File: src/rtl/led_light_scheduler_if.sv
// led_light_scheduler_if: control and status bundle between a lighting host and the scheduler.
// Latency: none; wires only.
// Backpressure: none; every signal is sampled or driven each clock.
// Ports:
//   btn_pulse   host->sched   single-cycle manual step pulse
//   mode_sw     host->sched   raw slide switch, asynchronous (1 = auto)
//   adc_value   host->sched   7-bit photo-sensor reading, lower = darker
//   adc_valid   host->sched   single-cycle strobe qualifying adc_value
//   duty        sched->host   7-bit PWM duty, registered
//   level       sched->host   selected target level 0..3
//   auto_active sched->host   sampled mode switch
//   fading      sched->host   duty has not yet reached the target duty
interface led_light_scheduler_if;
   logic       btn_pulse;
   logic       mode_sw;
   logic [6:0] adc_value;
   logic       adc_valid;
   logic [6:0] duty;
   logic [1:0] level;
   logic       auto_active;
   logic       fading;

   modport master (
      output btn_pulse, mode_sw, adc_value, adc_valid,
      input  duty, level, auto_active, fading
   );

   modport slave (
      input  btn_pulse, mode_sw, adc_value, adc_valid,
      output duty, level, auto_active, fading
   );
endinterface

File: src/rtl/led_light_scheduler.sv
// led_light_scheduler: picks a manual or photo-sensor lighting level and fades the 7-bit PWM duty toward it.
// Latency: level/auto_active update one clk after their cause; duty moves 1 LSB per FADE_CYCLES clocks.
// Backpressure: none; btn_pulse and adc_valid are consumed on the cycle they are high.
// Ports:
//   clk      in  system clock
//   reset_p  in  asynchronous active-high reset
//   io_bus   slave side of led_light_scheduler_if (see interface file for the signal list)
module led_light_scheduler #(
   parameter int SW_SAMPLE_CYCLES = 65536,
   parameter int FADE_CYCLES      = 50000,
   parameter int HOLD_SAMPLES     = 4,
   parameter int HYST             = 3,
   parameter int TH3              = 15,
   parameter int TH2              = 40,
   parameter int TH1              = 60,
   parameter int DUTY1            = 42,
   parameter int DUTY2            = 84,
   parameter int DUTY3            = 127
) (
   input logic                  clk,
   input logic                  reset_p,
   led_light_scheduler_if.slave io_bus
);

   localparam int SW_W   = $clog2(SW_SAMPLE_CYCLES);
   localparam int FADE_W = (FADE_CYCLES > 1) ? $clog2(FADE_CYCLES) : 1;
   localparam logic [SW_W-1:0]   SW_LAST   = SW_W'(SW_SAMPLE_CYCLES - 1);
   localparam logic [FADE_W-1:0] FADE_LAST = FADE_W'(FADE_CYCLES - 1);
   localparam logic [3:0]        HOLD_N    = 4'(HOLD_SAMPLES);

   typedef enum logic [1:0] {
      MAN_OFF = 2'd0,
      MAN_L1  = 2'd1,
      MAN_L2  = 2'd2,
      MAN_L3  = 2'd3
   } man_state_t;

   // Level implied by the thresholds, each raised by offs.
   function automatic logic [1:0] f_adc_level(input logic [6:0] adc, input int offs);
      int v;
      v = int'(adc);
      if (v < TH3 + offs)      return 2'd3;
      else if (v < TH2 + offs) return 2'd2;
      else if (v < TH1 + offs) return 2'd1;
      else                     return 2'd0;
   endfunction

   function automatic logic [6:0] f_level_duty(input logic [1:0] lvl);
      case (lvl)
         2'd1:    return 7'(DUTY1);
         2'd2:    return 7'(DUTY2);
         2'd3:    return 7'(DUTY3);
         default: return 7'd0;
      endcase
   endfunction

   man_state_t        r_man_state;
   logic              r_mode_meta;
   logic              r_mode_sync;
   logic              r_auto_active;
   logic [SW_W-1:0]   r_sw_cnt;
   logic [FADE_W-1:0] r_fade_cnt;
   logic [1:0]        r_auto_lvl;
   logic [1:0]        r_cand;
   logic [3:0]        r_hold_cnt;
   logic [1:0]        r_level;
   logic [6:0]        r_duty;
   logic              r_fading;

   logic              w_sw_tc;
   logic              w_fade_tc;
   logic              w_auto_nxt;
   logic              w_mode_chg;
   man_state_t        w_man_nxt;
   logic [1:0]        w_raw;
   logic [1:0]        w_cand;
   logic [3:0]        w_run;
   logic [1:0]        w_auto_lvl_nxt;
   logic [1:0]        w_cand_nxt;
   logic [3:0]        w_hold_cnt_nxt;
   logic [1:0]        w_level_nxt;
   logic [6:0]        w_target;
   logic [6:0]        w_duty_nxt;

   assign w_sw_tc    = (r_sw_cnt == SW_LAST);
   assign w_fade_tc  = (r_fade_cnt == FADE_LAST);
   assign w_auto_nxt = w_sw_tc ? r_mode_sync : r_auto_active;
   assign w_mode_chg = (w_auto_nxt != r_auto_active);

   // Brightening takes the raw level; dimming must clear the raised thresholds.
   assign w_raw  = f_adc_level(io_bus.adc_value, 0);
   assign w_cand = (w_raw > r_auto_lvl) ? w_raw :
                   (w_raw < r_auto_lvl) ? f_adc_level(io_bus.adc_value, HYST) :
                   r_auto_lvl;
   // Run length including this sample; a new candidate restarts the run.
   assign w_run  = ((w_cand == r_cand) && (r_hold_cnt != 4'd0)) ? (r_hold_cnt + 4'd1) : 4'd1;

   always_comb begin
      w_man_nxt = r_man_state;
      if (w_mode_chg) begin
         w_man_nxt = MAN_OFF;
      end else if (!r_auto_active && io_bus.btn_pulse) begin
         case (r_man_state)
            MAN_OFF: w_man_nxt = MAN_L1;
            MAN_L1:  w_man_nxt = MAN_L2;
            MAN_L2:  w_man_nxt = MAN_L3;
            default: w_man_nxt = MAN_OFF;
         endcase
      end
   end

   always_comb begin
      w_auto_lvl_nxt = r_auto_lvl;
      w_cand_nxt     = r_cand;
      w_hold_cnt_nxt = r_hold_cnt;
      if (w_mode_chg) begin
         w_auto_lvl_nxt = 2'd0;
         w_cand_nxt     = 2'd0;
         w_hold_cnt_nxt = 4'd0;
      end else if (r_auto_active && io_bus.adc_valid) begin
         if (w_cand == r_auto_lvl) begin
            w_hold_cnt_nxt = 4'd0;
         end else if (w_run == HOLD_N) begin
            w_auto_lvl_nxt = w_cand;
            w_hold_cnt_nxt = 4'd0;
         end else begin
            w_cand_nxt     = w_cand;
            w_hold_cnt_nxt = w_run;
         end
      end
   end

   assign w_level_nxt = w_auto_nxt ? w_auto_lvl_nxt : w_man_nxt;

   // Duty steps toward the target of the level currently shown.
   assign w_target = f_level_duty(r_level);

   always_comb begin
      w_duty_nxt = r_duty;
      if (w_fade_tc) begin
         if (r_duty < w_target)      w_duty_nxt = r_duty + 7'd1;
         else if (r_duty > w_target) w_duty_nxt = r_duty - 7'd1;
      end
   end

   always_ff @(posedge clk or posedge reset_p) begin
      if (reset_p) begin
         r_man_state   <= MAN_OFF;
         r_mode_meta   <= 1'b0;
         r_mode_sync   <= 1'b0;
         r_auto_active <= 1'b0;
         r_sw_cnt      <= '0;
         r_fade_cnt    <= '0;
         r_auto_lvl    <= 2'd0;
         r_cand        <= 2'd0;
         r_hold_cnt    <= 4'd0;
         r_level       <= 2'd0;
         r_duty        <= 7'd0;
         r_fading      <= 1'b0;
      end else begin
         r_mode_meta   <= io_bus.mode_sw;
         r_mode_sync   <= r_mode_meta;
         r_sw_cnt      <= w_sw_tc ? '0 : r_sw_cnt + 1'b1;
         r_fade_cnt    <= w_fade_tc ? '0 : r_fade_cnt + 1'b1;
         r_auto_active <= w_auto_nxt;
         r_man_state   <= w_man_nxt;
         r_auto_lvl    <= w_auto_lvl_nxt;
         r_cand        <= w_cand_nxt;
         r_hold_cnt    <= w_hold_cnt_nxt;
         r_level       <= w_level_nxt;
         r_duty        <= w_duty_nxt;
         // Compared against the next target so fading never lags a level change.
         r_fading      <= (w_duty_nxt != f_level_duty(w_level_nxt));
      end
   end

   assign io_bus.duty        = r_duty;
   assign io_bus.level       = r_level;
   assign io_bus.auto_active = r_auto_active;
   assign io_bus.fading      = r_fading;

endmodule

File: src/flat_wrapper.sv
// flat-port wrapper written by rule: the top's interface ports become plain ports
module led_light_scheduler_flat 
#(
   parameter int SW_SAMPLE_CYCLES = 65536,
   parameter int FADE_CYCLES      = 50000,
   parameter int HOLD_SAMPLES     = 4,
   parameter int HYST             = 3,
   parameter int TH3              = 15,
   parameter int TH2              = 40,
   parameter int TH1              = 60,
   parameter int DUTY1            = 42,
   parameter int DUTY2            = 84,
   parameter int DUTY3            = 127
)
  (clk, reset_p, io_bus_btn_pulse, io_bus_mode_sw, io_bus_adc_value, io_bus_adc_valid, io_bus_duty, io_bus_level, io_bus_auto_active, io_bus_fading);
  led_light_scheduler_if io_bus_i ();
  input logic clk;
  input logic reset_p;
  input wire logic [$bits(io_bus_i.btn_pulse)-1:0] io_bus_btn_pulse;
  input wire logic [$bits(io_bus_i.mode_sw)-1:0] io_bus_mode_sw;
  input wire logic [$bits(io_bus_i.adc_value)-1:0] io_bus_adc_value;
  input wire logic [$bits(io_bus_i.adc_valid)-1:0] io_bus_adc_valid;
  output wire logic [$bits(io_bus_i.duty)-1:0] io_bus_duty;
  output wire logic [$bits(io_bus_i.level)-1:0] io_bus_level;
  output wire logic [$bits(io_bus_i.auto_active)-1:0] io_bus_auto_active;
  output wire logic [$bits(io_bus_i.fading)-1:0] io_bus_fading;
  assign io_bus_i.btn_pulse = io_bus_btn_pulse;
  assign io_bus_i.mode_sw = io_bus_mode_sw;
  assign io_bus_i.adc_value = io_bus_adc_value;
  assign io_bus_i.adc_valid = io_bus_adc_valid;
  assign io_bus_duty = io_bus_i.duty;
  assign io_bus_level = io_bus_i.level;
  assign io_bus_auto_active = io_bus_i.auto_active;
  assign io_bus_fading = io_bus_i.fading;
  led_light_scheduler #(.SW_SAMPLE_CYCLES(SW_SAMPLE_CYCLES), .FADE_CYCLES(FADE_CYCLES), .HOLD_SAMPLES(HOLD_SAMPLES), .HYST(HYST), .TH3(TH3), .TH2(TH2), .TH1(TH1), .DUTY1(DUTY1), .DUTY2(DUTY2), .DUTY3(DUTY3)) u_core (.clk(clk), .reset_p(reset_p), .io_bus(io_bus_i));
endmodule
File: config.mk
export PLATFORM = sky130hd
export DESIGN_NAME = led_light_scheduler_flat
export DESIGN_NICKNAME = d
export VERILOG_FILES = /design/src/rtl/led_light_scheduler_if.sv /design/src/rtl/led_light_scheduler.sv /design/src/flat_wrapper.sv
export SDC_FILE = /design/constraint.sdc
export NUM_CORES = 1
export LEC_CHECK = 0
export BUFFER_PORTS_ARGS = -buffer_cell sky130_fd_sc_hd__buf_4
export CAP_MARGIN = 10
export CORE_MARGIN = 1.5
export CORE_UTILIZATION = 60
export DETAILED_ROUTE_END_ITERATION = 8
export PLACE_DENSITY_LB_ADDON = 0.25
export SYNTH_ARGS = -nofsm -noshare
export SYNTH_HDL_FRONTEND = slang
export SYNTH_SLANG_ARGS = --single-unit
export TNS_END_PERCENT = 100
File: constraint.sdc
create_clock -name clk -period 8.35 [get_ports clk]
set_clock_uncertainty 0.1 [all_clocks]
set_input_delay 0.4175 -clock clk [delete_from_list [all_inputs] [get_ports clk]]
set_output_delay 0.4175 -clock clk [all_outputs]
set_load 0.005 [all_outputs]
Word level (Yosys, flattened, before mapping)
Index checks and enable logic that the tools add are counted.
{"block": "word_totals", "elab_cells": 85, "register_bits": 55}
{"block": "classes", "mux": 33, "magnitude_cmp": 10, "eq_ne": 17, "addsub": 5, "n_reduce_logical": 8}
{"cell": "$pmux 7 s3", "count": 2}
{"cell": "$mux 2", "count": 17}
{"cell": "$add 16x1->16 const B", "count": 2}
{"cell": "$eq 16x16->1 const B", "count": 2}
{"cell": "$mux 16", "count": 2}
{"cell": "$lt 7x6->1 const B", "count": 4}
{"cell": "$mux 7", "count": 3}
{"cell": "$mux 4", "count": 5}
{"cell": "$eq 2x2->1 const B", "count": 5}
{"cell": "$add 7x1->7 const B", "count": 1}
{"cell": "$gt 7x7->1", "count": 1}
{"cell": "$lt 7x4->1 const B", "count": 1}
{"cell": "$lt 7x5->1 const B", "count": 1}
{"cell": "$lt 7x7->1", "count": 1}
{"cell": "$ne 7x7->1", "count": 1}
{"cell": "$sub 7x1->7 const B", "count": 1}
{"cell": "$eq 2x1->1 const B", "count": 3}
{"cell": "$pmux 2 s3", "count": 1}
{"cell": "$add 4x1->4 const B", "count": 1}
{"cell": "$eq 2x2->1", "count": 2}
{"cell": "$eq 4x3->1 const B", "count": 1}
{"cell": "$ne 2x1->1 const B", "count": 2}
{"cell": "$reduce_bool 4->1", "count": 1}
{"cell": "$logic_and 1x1->1", "count": 3}
{"cell": "8 further kinds", "count": 10}

Logic depth before layout (Yosys ltp)
{"block": "depth", "word_depth": 19, "depth_mapped": 14, "ltp_nobuf": 13}

Worst setup path after synthesis
Ideal clock, no wire load.
{"block": "synth_timing", "kind": "input -> register", "startpoint": "in io_bus_adc_value[0]", "endpoint": "reg u_core.r_fading, in the netlist u_core.io_bus.fading", "required_time_ns": 8.124, "path_slack_ns": 5.068, "n_path_buf": 0, "arrival_time_ns": 3.056, "stages": 12, "setup_time_ns": 0.126, "cell_sequence": "a41o_1 > a2111oi_2 > inv_1 > ha_1 > nand2_1 > o32ai_1 > or2_2 > o31a_1 > nor4bb_4 > o22ai_2 > nand2b_1 > a221o_1"}
{"block": "synth_via", "elab_chain_len": 19, "word_cells_on_any_way": 31, "cone_classes": "order compare: 8; eq/ne: 7; mux: 15; reduce/logical: 1"}
{"item": "start: declaration", "line_no": "flat_wrapper.sv:21", "source": "input wire logic [$bits(io_bus_i.adc_value)-1:0] io_bus_adc_value;"}
{"item": "$lt 7x6->1", "line_no": "led_light_scheduler.sv:44", "source": "else if (v < TH1 + offs) return 2'd1;"}
{"item": "$mux 1", "line_no": "led_light_scheduler.sv:44"}
{"item": "$mux 2", "line_no": "led_light_scheduler.sv:43", "source": "else if (v < TH2 + offs) return 2'd2;"}
{"item": "$mux 2", "line_no": "led_light_scheduler.sv:42", "source": "if (v < TH3 + offs) return 2'd3;"}
{"item": "$lt 2x2->1", "line_no": "led_light_scheduler.sv:93", "source": "(w_raw < r_auto_lvl) ? f_adc_level(io_bus.adc_value, HYST) :"}
{"item": "$mux 2", "line_no": "led_light_scheduler.sv:93"}
{"item": "$mux 2 *", "line_no": "led_light_scheduler.sv:92", "source": "assign w_cand = (w_raw > r_auto_lvl) ? w_raw :"}
{"item": "$eq 2x2->1", "line_no": "led_light_scheduler.sv:96", "source": "assign w_run = ((w_cand == r_cand) && (r_hold_cnt != 4'd0)) ? (r_hold_cnt + 4'd1) : 4'd1;"}
{"item": "[4 not listed]"}
{"item": "$mux 2 *", "line_no": "led_light_scheduler.sv:121", "source": "if (w_cand == r_auto_lvl) begin"}
{"item": "$mux 2 *", "line_no": "led_light_scheduler.sv:120", "source": "end else if (r_auto_active && io_bus.adc_valid) begin"}
{"item": "$mux 2 *", "line_no": "led_light_scheduler.sv:116", "source": "if (w_mode_chg) begin"}
{"item": "$mux 2 *", "line_no": "led_light_scheduler.sv:133", "source": "assign w_level_nxt = w_auto_nxt ? w_auto_lvl_nxt : w_man_nxt;"}
{"item": "via u_core.w_level_nxt[1]", "line_no": "led_light_scheduler.sv:81", "source": "logic [1:0] w_level_nxt;"}
{"item": "$eq 2x2->1 / $eq 2x1->1 (equally long branches)", "line_no": "led_light_scheduler.sv:49", "source": "case (lvl)"}
{"item": "$pmux 7 s3 *", "line_no": "led_light_scheduler.sv:49"}
{"item": "$ne 7x7->1 *", "line_no": "led_light_scheduler.sv:173", "source": "r_fading <= (w_duty_nxt != f_level_duty(w_level_nxt));"}
{"item": "end signal: assignment", "line_no": "led_light_scheduler.sv:173"}
{"item": "end: declaration", "line_no": "led_light_scheduler.sv:68", "source": "logic r_fading;"}
Mark *: on every way through the listed nets, which the timed path passes. The rest lies on a longest branch.
A chain may end at the register's enable or synchronous reset.

Worst setup path in the final report
Same ends and word-level chain as after synthesis.

==> results_dict.tcl <==
set metrics [dict create \
    cp_max_fo 5 \
    seq_area_frac_synth_pct 41.6 \
    ys.warnings.count 0 \
    clk_latency_ns 0.30 \
    cp.buffers_inverters 2 \
    ys_ff_latch 55 \
    synthTopCellsByArea "dfrtp_1, ha_1, xnor2_1, nor2_1, xor2_1" \
    place_hpwl_um 4450 \
    netlist_instances 357 \
    first_pass_iters 5 \
    start_kind "input port" \
    drv_cap 0 \
    pwr-share-comb_pct 20.8 \
    cts_resized 0 \
    vias_per_cell 5.88 \
    crit_chain "buf_4 -> a41o_1 -> a2111oi_2 -> inv_1 -> ha_1 -> nand2_1 -> o32ai_1 -> nor2_1 -> a2111o_1 -> o2111a_1 -> o2bb2ai_1 -> nor2_1 -> a221o_1" \
    setup_tns_ns 0 \
    drc_errors 0 \
    hold_class "input port to flop" \
    final-setup-viol-count 0 \
    drtAntennaViolNets 0 \
    drive_above_1_share_pct 10.5 \
    critPathMaxStageDelay_ns 0.44 \
    p_total_mw 0.556 \
    fillers 419 \
    ys.flop_type "dfrtp_1" \
    ys_async_sr_fraction_pct 100 \
    powerDensity_nw_per_um2 153 \
    fmax_ghz 0.288 \
    globalplace.congestion 0.825 \
    final_cells 451 \
    switching_share_pct 27.1 \
    initial_core_util_pct 63.6 \
    yosysTopAreaCell "dfrtp_1" \
    clockPowerShare_pct 27.8 \
    rows 26 \
    final.min_clock_period_ns 3.47 \
    p_switching_mw 0.151 \
    leakage_nw 1.64 \
    synth_area_um2 3310 \
    path_common_cell "nor2_1" \
    syn_nets 386 \
    status "finished, final reports clean" \
    antenna_found_initial 0 \
    slew_headroom_pct 41.9 \
    grt_pass1_vias 2511 \
    dieWidth_um 77.3 \
    final_area_um2 3640 \
    overflow 0 \
    most-common-layout-cells "dfrtp_1, nor2_1, nand2_1, xnor2_1, buf_4" \
    ctsRootBufferMaster "clkbuf_8" \
    cts_buffer_depth 2 \
    cts_inserted_buffers 5 \
    path_delay_family "compound AO/OA/AOI/OAI gates" \
    core_region_area_um2 5200 \
    h-tree-depth 2 \
    crit_path_end_kind "flop" \
    totalWireLength_um 6030 \
    vias 2653 \
    critPathSlowestCell "a2111o_1" \
    slew_violations 0 \
    path_class "input port to flop" \
    hold_viol 0 \
    p_int_mw 0.406 \
    drtIter0Drc 127 \
    fin_nets 409 \
    wl_per_cell_um 13.4 \
    rrSetupSlack_ns 5.15 \
    die_area_um2 5970 \
    portBuffers 22 \
    synthToLayoutAreaGrowth_pct 10.0 \
    vdd_ir_drop_max_mv 0.126 \
    grt_max_degree 38 \
    dp_cells 442 \
    globalRouteTotalUtil_pct 21.9 \
    synth_top_area_share_pct 41.6 \
    post_synth.cell_area_avg_um2 9.28 \
    diodes 0 \
    period_share_pct 41.6 \
    synthDistinctLibCells 53 \
    tightest_slew_ns 0.861 \
    io-pin-count 23 \
    rsz0062_at_grt "no" \
    crit_required_ns 8.43 \
    grt_pass1_wl_um 10800 \
    final_common_cell "dfrtp_1" \
    p_seq_share_pct 51.3 \
    synth_edf_count 0 \
    timing.hold.ws_ns 0.129 \
    die_h_um 77.3 \
    place_area_um2 3530 \
    clkSinkCount 55 \
    clk_pin_slew_ns 0.10 \
    cts_tree "built" \
    worstPathArrival_ns 3.56 \
]
[cell usage after synthesis, drive strengths merged (2+ instances only)]
library cell	n
a2111o	3
a2111oi	3
a211oi	6
a21o	5
a21oi	11
a221o	2
a22o	2
a31oi	2
and2	3
and3	11
and4	2
buf	2
clkbuf	6
dfrtp	55
ha	17
inv	17
nand2	29
nand2b	7
nand3	18
nand4	9
nor2	44
nor2b	7
nor3	9
nor3b	3
nor4	2
nor4b	2
o211ai	2
o21ai	16
or2	5
or3	3
xnor2	24
xor2	13
[flip-flops by register name (all words and copies together), names as in the netlist]
name and flops:
u_core.r_hold_cnt 4, u_core.io_bus.level 2, u_core.r_sw_cnt 16, u_core.io_bus.duty 7, u_core.io_bus.fading 1, u_core.r_man_state 2
u_core.r_mode_sync 1, u_core.r_auto_lvl 2, u_core.r_mode_meta 1, u_core.r_fade_cnt 16, u_core.r_cand 2, u_core.io_bus.auto_active 1
[worst paths after layout]
check                                            endpoint                 start  depth (start not counted)
worst max-delay path                 u_core.io_bus.fading   io_bus_adc_value[0]                         13
worst max register to register       u_core.io_bus.fading  u_core.r_auto_lvl[1]                         11
min in group asynchronous            u_core.r_fade_cnt[7]               reset_p                          3
worst min register to register         u_core.r_mode_sync    u_core.r_mode_meta                          0
max in group asynchronous       u_core.io_bus.auto_active               reset_p                          4
worst min-delay path                   u_core.r_mode_meta        io_bus_mode_sw                          1
[cell families after synthesis]
kind of cell / after synthesis / share of synthesized area (%)
xor gates and xnor gates: 37 / 9.78
AOI/OAI and AO/OA: 66 / 14.6
DFF: 55 / 41.6
adders and majority gates: 17 / 6.42
and+or+nand+nor: 156 / 24.2
buffers and inverters: 25 / 3.10
muxes: 1 / 0.340
[metal layers]
layer	vias up	routed length [um]	GRT usage, %
li1	1311	-	-
met5	-	0	0
met4	0	61	5.82
met3	6	267	4.29
met1	1273	2890	29.5
met2	63	2810	36.3
[repair_timing]
action | 4_1_cts | 5_1_grt
setup buffers | 0 | 0
hold buffers | 1 | 0
hold endpoints to repair | 3 | 0
[layout make-up]
class                   instances  area (um2)  share of cell area, %
well taps                      70        87.6                   2.40
clock buffers                   8         100                   2.75
inverters                      17        63.8                   1.75
repair buffers                 24         183                   5.01
flip-flops and latches         55        1380                   37.8
multi-input cells             277        1830                   50.3
[metrics by stage]
step                worst slack [ns]  utilization (%)
floorplan                       5.07                -
global placement                4.80             67.9
detailed placement              4.58             67.9
CTS                             4.92             70.0
global route                    4.71             70.0
finish                          4.88             70.0
[power groups by stage]
stage,clock [mW],combinational (mW),sequential (mW)
after floorplan,0,0.0814,0.290
after global placement,0,0.109,0.291
after detailed placement,0,0.116,0.291
after CTS,0.160,0.117,0.286
after global routing,0.171,0.134,0.287
final,0.155,0.116,0.286
Note: power is estimated with default switching activity, not from simulation.
